--- src/rtl/regfile_scoreboard.sv ---
// -----------------------------------------------------------------------------
// regfile_scoreboard
//   General-purpose register file for the pipelined core, with a scoreboard that
//   tracks destination registers of in-flight producers (loads, multi-cycle ops).
//
//   Ports
//     clk       in   system clock, rising edge
//     rst       in   asynchronous active-high reset (registers, busy bits, count)
//     raddr     in   NUM_RD packed read addresses, port k at [k*ADDR_W +: ADDR_W]
//     ren       in   operand k actually used (only qualifies stall)
//     rdata     out  NUM_RD packed read data, combinational, write-through bypass
//     rbusy     out  operand k has an outstanding producer (combinational)
//     stall     out  OR over k of (ren[k] & rbusy[k])
//     we        in   writeback enable
//     waddr     in   writeback address
//     wdata     in   writeback data
//     set_en    in   issue of a multi-cycle producer, marks set_addr busy
//     set_addr  in   destination register of the issued producer
//     flush     in   clears every busy bit (overrides a same-cycle set_en)
//     busy_cnt  out  registered number of busy registers
// -----------------------------------------------------------------------------
module regfile_scoreboard #(
    parameter int DATA_W   = 32,
    parameter int ADDR_W   = 5,
    parameter int NUM_RD   = 2,
    parameter int ZERO_REG = 1
) (
    input  logic                     clk,
    input  logic                     rst,
    input  logic [NUM_RD*ADDR_W-1:0] raddr,
    input  logic [NUM_RD-1:0]        ren,
    output logic [NUM_RD*DATA_W-1:0] rdata,
    output logic [NUM_RD-1:0]        rbusy,
    output logic                     stall,
    input  logic                     we,
    input  logic [ADDR_W-1:0]        waddr,
    input  logic [DATA_W-1:0]        wdata,
    input  logic                     set_en,
    input  logic [ADDR_W-1:0]        set_addr,
    input  logic                     flush,
    output logic [ADDR_W:0]          busy_cnt
);

    localparam int   DEPTH = 32'd1 << ADDR_W;
    localparam logic ZR    = 1'(ZERO_REG);

    logic [DATA_W-1:0]        regs_q [DEPTH];
    logic [DEPTH-1:0]         busy_q;
    logic [DEPTH-1:0]         busy_d;
    logic [ADDR_W:0]          busy_cnt_q;
    logic [ADDR_W:0]          busy_cnt_d;

    logic                     wr_ok_s;
    logic                     set_ok_s;
    logic [DEPTH-1:0]         one_hot_s;
    logic [DEPTH-1:0]         clr_mask_s;
    logic [DEPTH-1:0]         set_mask_s;
    logic [NUM_RD*DATA_W-1:0] rdata_s;
    logic [NUM_RD-1:0]        rbusy_s;

    // Number of ones in a busy vector.
    function automatic logic [ADDR_W:0] popcount(input logic [DEPTH-1:0] v);
        logic [ADDR_W:0] c;
        c = '0;
        for (int i = 0; i < DEPTH; i++) begin
            c = c + {{ADDR_W{1'b0}}, v[i]};
        end
        return c;
    endfunction

    // Register 0 is hardwired when ZR is set: it never accepts data or a busy mark.
    assign wr_ok_s   = we && !(ZR && (waddr == '0));
    assign set_ok_s  = set_en && !(ZR && (set_addr == '0));
    assign one_hot_s = {{(DEPTH-1){1'b0}}, 1'b1};

    // Scoreboard next state: flush dominates; a set is OR-ed in after the writeback
    // clear so a new producer on the same register supersedes the retiring one.
    always_comb begin
        clr_mask_s = we       ? (one_hot_s << waddr)    : '0;
        set_mask_s = set_ok_s ? (one_hot_s << set_addr) : '0;
        busy_d     = flush ? '0 : ((busy_q & ~clr_mask_s) | set_mask_s);
        busy_cnt_d = popcount(busy_d);
    end

    // Register storage with writeback port.
    always_ff @(posedge clk or posedge rst) begin
        if (rst) begin
            for (int i = 0; i < DEPTH; i++) begin
                regs_q[i] <= '0;
            end
        end else if (wr_ok_s) begin
            regs_q[waddr] <= wdata;
        end else begin
            regs_q[waddr] <= regs_q[waddr];
        end
    end

    // Busy bits and their registered population count.
    always_ff @(posedge clk or posedge rst) begin
        if (rst) begin
            busy_q     <= '0;
            busy_cnt_q <= '0;
        end else begin
            busy_q     <= busy_d;
            busy_cnt_q <= busy_cnt_d;
        end
    end

    // Read ports: hardwired zero, then same-cycle writeback bypass, then storage.
    // A bypassed writeback also resolves the hazard for that operand.
    always_comb begin
        logic [ADDR_W-1:0] ra;
        logic              zero_hit;
        logic              byp_hit;
        rdata_s = '0;
        rbusy_s = '0;
        for (int k = 0; k < NUM_RD; k++) begin
            ra       = raddr[k*ADDR_W +: ADDR_W];
            zero_hit = ZR && (ra == '0);
            byp_hit  = we && (waddr == ra);
            if (zero_hit) begin
                rdata_s[k*DATA_W +: DATA_W] = '0;
            end else if (byp_hit) begin
                rdata_s[k*DATA_W +: DATA_W] = wdata;
            end else begin
                rdata_s[k*DATA_W +: DATA_W] = regs_q[ra];
            end
            rbusy_s[k] = busy_q[ra] & ~byp_hit & ~zero_hit;
        end
    end

    assign rdata    = rdata_s;
    assign rbusy    = rbusy_s;
    assign stall    = |(ren & rbusy_s);
    assign busy_cnt = busy_cnt_q;

endmodule

--- config.mk ---
export PLATFORM = sky130hd
export DESIGN_NAME = regfile_scoreboard
export DESIGN_NICKNAME = d
export VERILOG_FILES = /design/src/rtl/regfile_scoreboard.sv
export SDC_FILE = /design/constraint.sdc
export NUM_CORES = 2
export LEC_CHECK = 0
export CAP_MARGIN = 5
export CELL_PAD_IN_SITES_DETAIL_PLACEMENT = 1
export CELL_PAD_IN_SITES_GLOBAL_PLACEMENT = 2
export CORE_UTILIZATION = 43
export CTS_CLUSTER_DIAMETER = 50
export DETAILED_ROUTE_END_ITERATION = 10
export PLACE_DENSITY = 0.84
export SETUP_SLACK_MARGIN = 0.2
export SLEW_MARGIN = 30
export SYNTH_ARGS = -nofsm -noshare
export SYNTH_HDL_FRONTEND = slang
export SYNTH_SLANG_ARGS = --single-unit
--- constraint.sdc ---
create_clock -name clk -period 42.3 [get_ports clk]
set_input_delay 6.345 -clock clk [delete_from_list [all_inputs] [get_ports clk]]
set_output_delay 6.345 -clock clk [all_outputs]
set_load 0.03 [all_outputs]
==> out/results.tsv <==
stage	metric	value	unit
yosys	ys.flop_type	dfrtp_1	
critical_path	r2r_start	busy_q[19]	
clock_network	post_cts_buffers	0	
yosys	synth_cells	6036	
timing	hold_violations	0	
global_routing	gr-total-overflow	0	
clock_network	cts-root-buf	clkbuf_16	
clock_network	path_clk_slew	0.06	ns
finish	fin_util	49.0	%
yosys	synth_nets	6126	
timing	rsz0062_at_grt	no	
floorplan	die_w	390	µm
critical_path	crit_path_start_kind	primary input	
critical_path	rrSetupSlack	37.12	ns
global_routing	grt_pass1_wl	411	mm
finish	drive_gt1_share	20.0	%
floorplan	fp-row-count	141	
clock_network	clock-sinks	1062	
yosys	synth-seq-cells	1062	
yosys	syn_area_per_cell	10.7	µm²
placed_design	gp_congestion	0.895	
critical_path	path_cells	buf_8 > buf_4 > buf_4 > buf_4 > mux4_2 > a22o_1 > a221oi_1 > nor3_1 > a221o_1 > clkdlybuf4s50_1	
clock_network	ctsResizeCount	0	
min_path	hold_end	regs_q[997]	
finish	final_cell_mix	dfrtp_1 (1062), nand2_1 (995), o21ai_0 (949)	
clock_network	cts_hold_buf	0	
critical_path	cp.required	35.95	ns
critical_path	cpMaxStageDelayCell	buf_4	
detailed_routing	first_pass_iters	5	
timing	worstMarginPinSlew	1.08	ns
clock_network	cts_tree	yes	
critical_path	reg2reg_depth	17	
timing	fin_skew	0.0278	ns
critical_path	cp_common_cell	buf_4	
timing	max_slew_margin	28.0	%
critical_path	path_buf_inv	5	
clock_network	cts_made_buffers	143	
power	leakage	31.2	nW
critical_path	slowest_delay	0.78	ns
clock_network	clkLatencyLatePin	0.81	ns
job	maxCapViolCount	0	
floorplan	fp.dieH	390	µm
status	outcome	complete, no violations	
critical_path	worstPathMaxFanout	41	
timing	fin_tns_setup	0	ns
yosys	yosys_warnings	0	
finish	fin_nets	5913	
placed_design	dp_cells	7676	
critical_path	crit_arrival	11.46	ns
timing	setup_violations	0	
detailed_routing	wl_per_cell	35.6	µm
finish	layout_commonest_cell	dfrtp_1	
timing	fmax	56.2	MHz
critical_path	crit_family	buffers and inverters	
clock_network	clockBufferDepth	3	
global_routing	grt_pass1_vias	57400	
detailed_routing	drt-initial-drc-count	6660	
min_path	hold_path.class	reg2reg	
min_path	hold_depth	0	
global_routing	grt_max_degree	152	
finish	area_delta_synth_final	12.7	%
floorplan	coreArea	0.149	mm²
timing	slew_violations	0	
global_routing	antenna_found_initial	16	
detailed_routing	antenna_left	0	
floorplan	die_area	0.152	mm²
finish	nFillCells	15700	
floorplan	ioPinCount	132	
yosys	netlist_area	0.0646	mm²
power	finalPower	3.71	mW
detailed_routing	drt-total-wl	283	mm
floorplan	start_util	43.5	%
finish	fin_cells	7950	
yosys	synth_cell_type_count	63	
min_path	min_from	regs_q[997]	
yosys	synthArstFlopShare	100	%
yosys	yosysSeqAreaShare	41.1	%
global_routing	track_usage	37.4	%
critical_path	critPathKind	in2out	
detailed_routing	via_per_inst	7.02	
timing	layout_min_cycle_time	17.81	ns
detailed_routing	drc	0	
critical_path	endpoint_kind	output port	
power	p_per_area	50.9	mW/mm²
detailed_routing	num_vias	55800	
timing	hold_ws	0.420	ns
power	irDropWorstVdd	49.4	µV
critical_path	rr_endpoint	busy_cnt[4]	
placed_design	io_buffers	131	
placed_design	dp_hpwl	166	mm
clock_network	h-tree-depth	4	
yosys	synth-edff-count	0	
timing	period_share	42.1	%
-- area by class of cell --
type                    instances  area, µm²  share of cell area [%]
clock buffers                 185       4050                    5.57
well taps                    2002       2500                    3.44
multi-input cells            4258      35800                    49.2
inverters                      41        161                   0.222
flip-flops and latches       1062      26600                    36.5
diodes                         13       32.5                  0.0447
repair buffers                317       2930                    4.02
clock inverters                72        779                    1.07
-- logic make-up after synthesis --
kind of cell / Yosys count / share of synthesized area (%)
AO/OA/AOI/OAI: 1657 / 15.2
XOR/XNOR: 13 / 0.188
adder cells (fa/ha/maj): 31 / 0.879
buffers and inverters: 716 / 4.89
flip-flops: 1062 / 41.1
multiplexers: 1079 / 27.8
AND/OR/NAND/NOR: 1478 / 9.93
-- stage by stage --
| step | setup slack, ns | cell area, µm² |
|---|---|---|
| after floorplan | 6.06 | 64600 |
| after CTS | 24.38 | 72700 |
| final | 24.49 | 72800 |
| after detailed placement | 24.41 | 67800 |
| after global placement | 24.45 | 67600 |
| after global routing | 24.19 | 72800 |
-- where the power goes --
part / internal, mW / switching (mW) / total [mW] / leakage (nW)
combinational: 0.451 / 0.507 / 0.959 / 15.2
sequential: 1.25 / 0.251 / 1.50 / 13.7
clock: 0.748 / 0.506 / 1.25 / 2.34
total: 2.44 / 1.26 / 3.71 / 31.2
-- worst max-delay path by stage --
| stage | from | endpoint | depth (start not counted) |
|---|---|---|---|
| after floorplan | rst | busy_cnt[0] | 1 |
| after global placement | raddr[5] | rdata[38] | 10 |
| after detailed placement | raddr[5] | rdata[38] | 10 |
| after CTS | raddr[5] | rdata[38] | 10 |
| after global routing | raddr[5] | rdata[37] | 10 |
| final | raddr[5] | rdata[37] | 10 |
-- registers in the layout, indices dropped and copies added, names as in the netlist --
name      count
regs_q     1024
busy_cnt      6
busy_q       32
-- routing by layer --
metal / wire length (µm) / vias up / global-route usage, % / part of all wire (%)
met5: 46 / - / 0 / 0.016
met4: 19700 / 8 / 23.1 / 7.0
met3: 31000 / 1105 / 10.4 / 11
met2: 125000 / 3586 / 56.1 / 44
met1: 107000 / 28900 / 47.9 / 38
li1: - / 22200 / - / -
-- cells in the mapped netlist (all sizes together) (59+ instances only) --
master / count / area, µm²
a22oi: 213 / 1600
and3: 76 / 475
buf: 228 / 1240
clkbuf: 447 / 1770
dfrtp: 1062 / 26600
mux2: 59 / 664
mux2i: 454 / 4540
mux4: 566 / 12700
nand2: 1012 / 3800
nor2: 87 / 327
nor3: 72 / 370
o21ai: 996 / 4980
o22ai: 186 / 1160
Note: power is estimated with default switching activity, not from simulation.
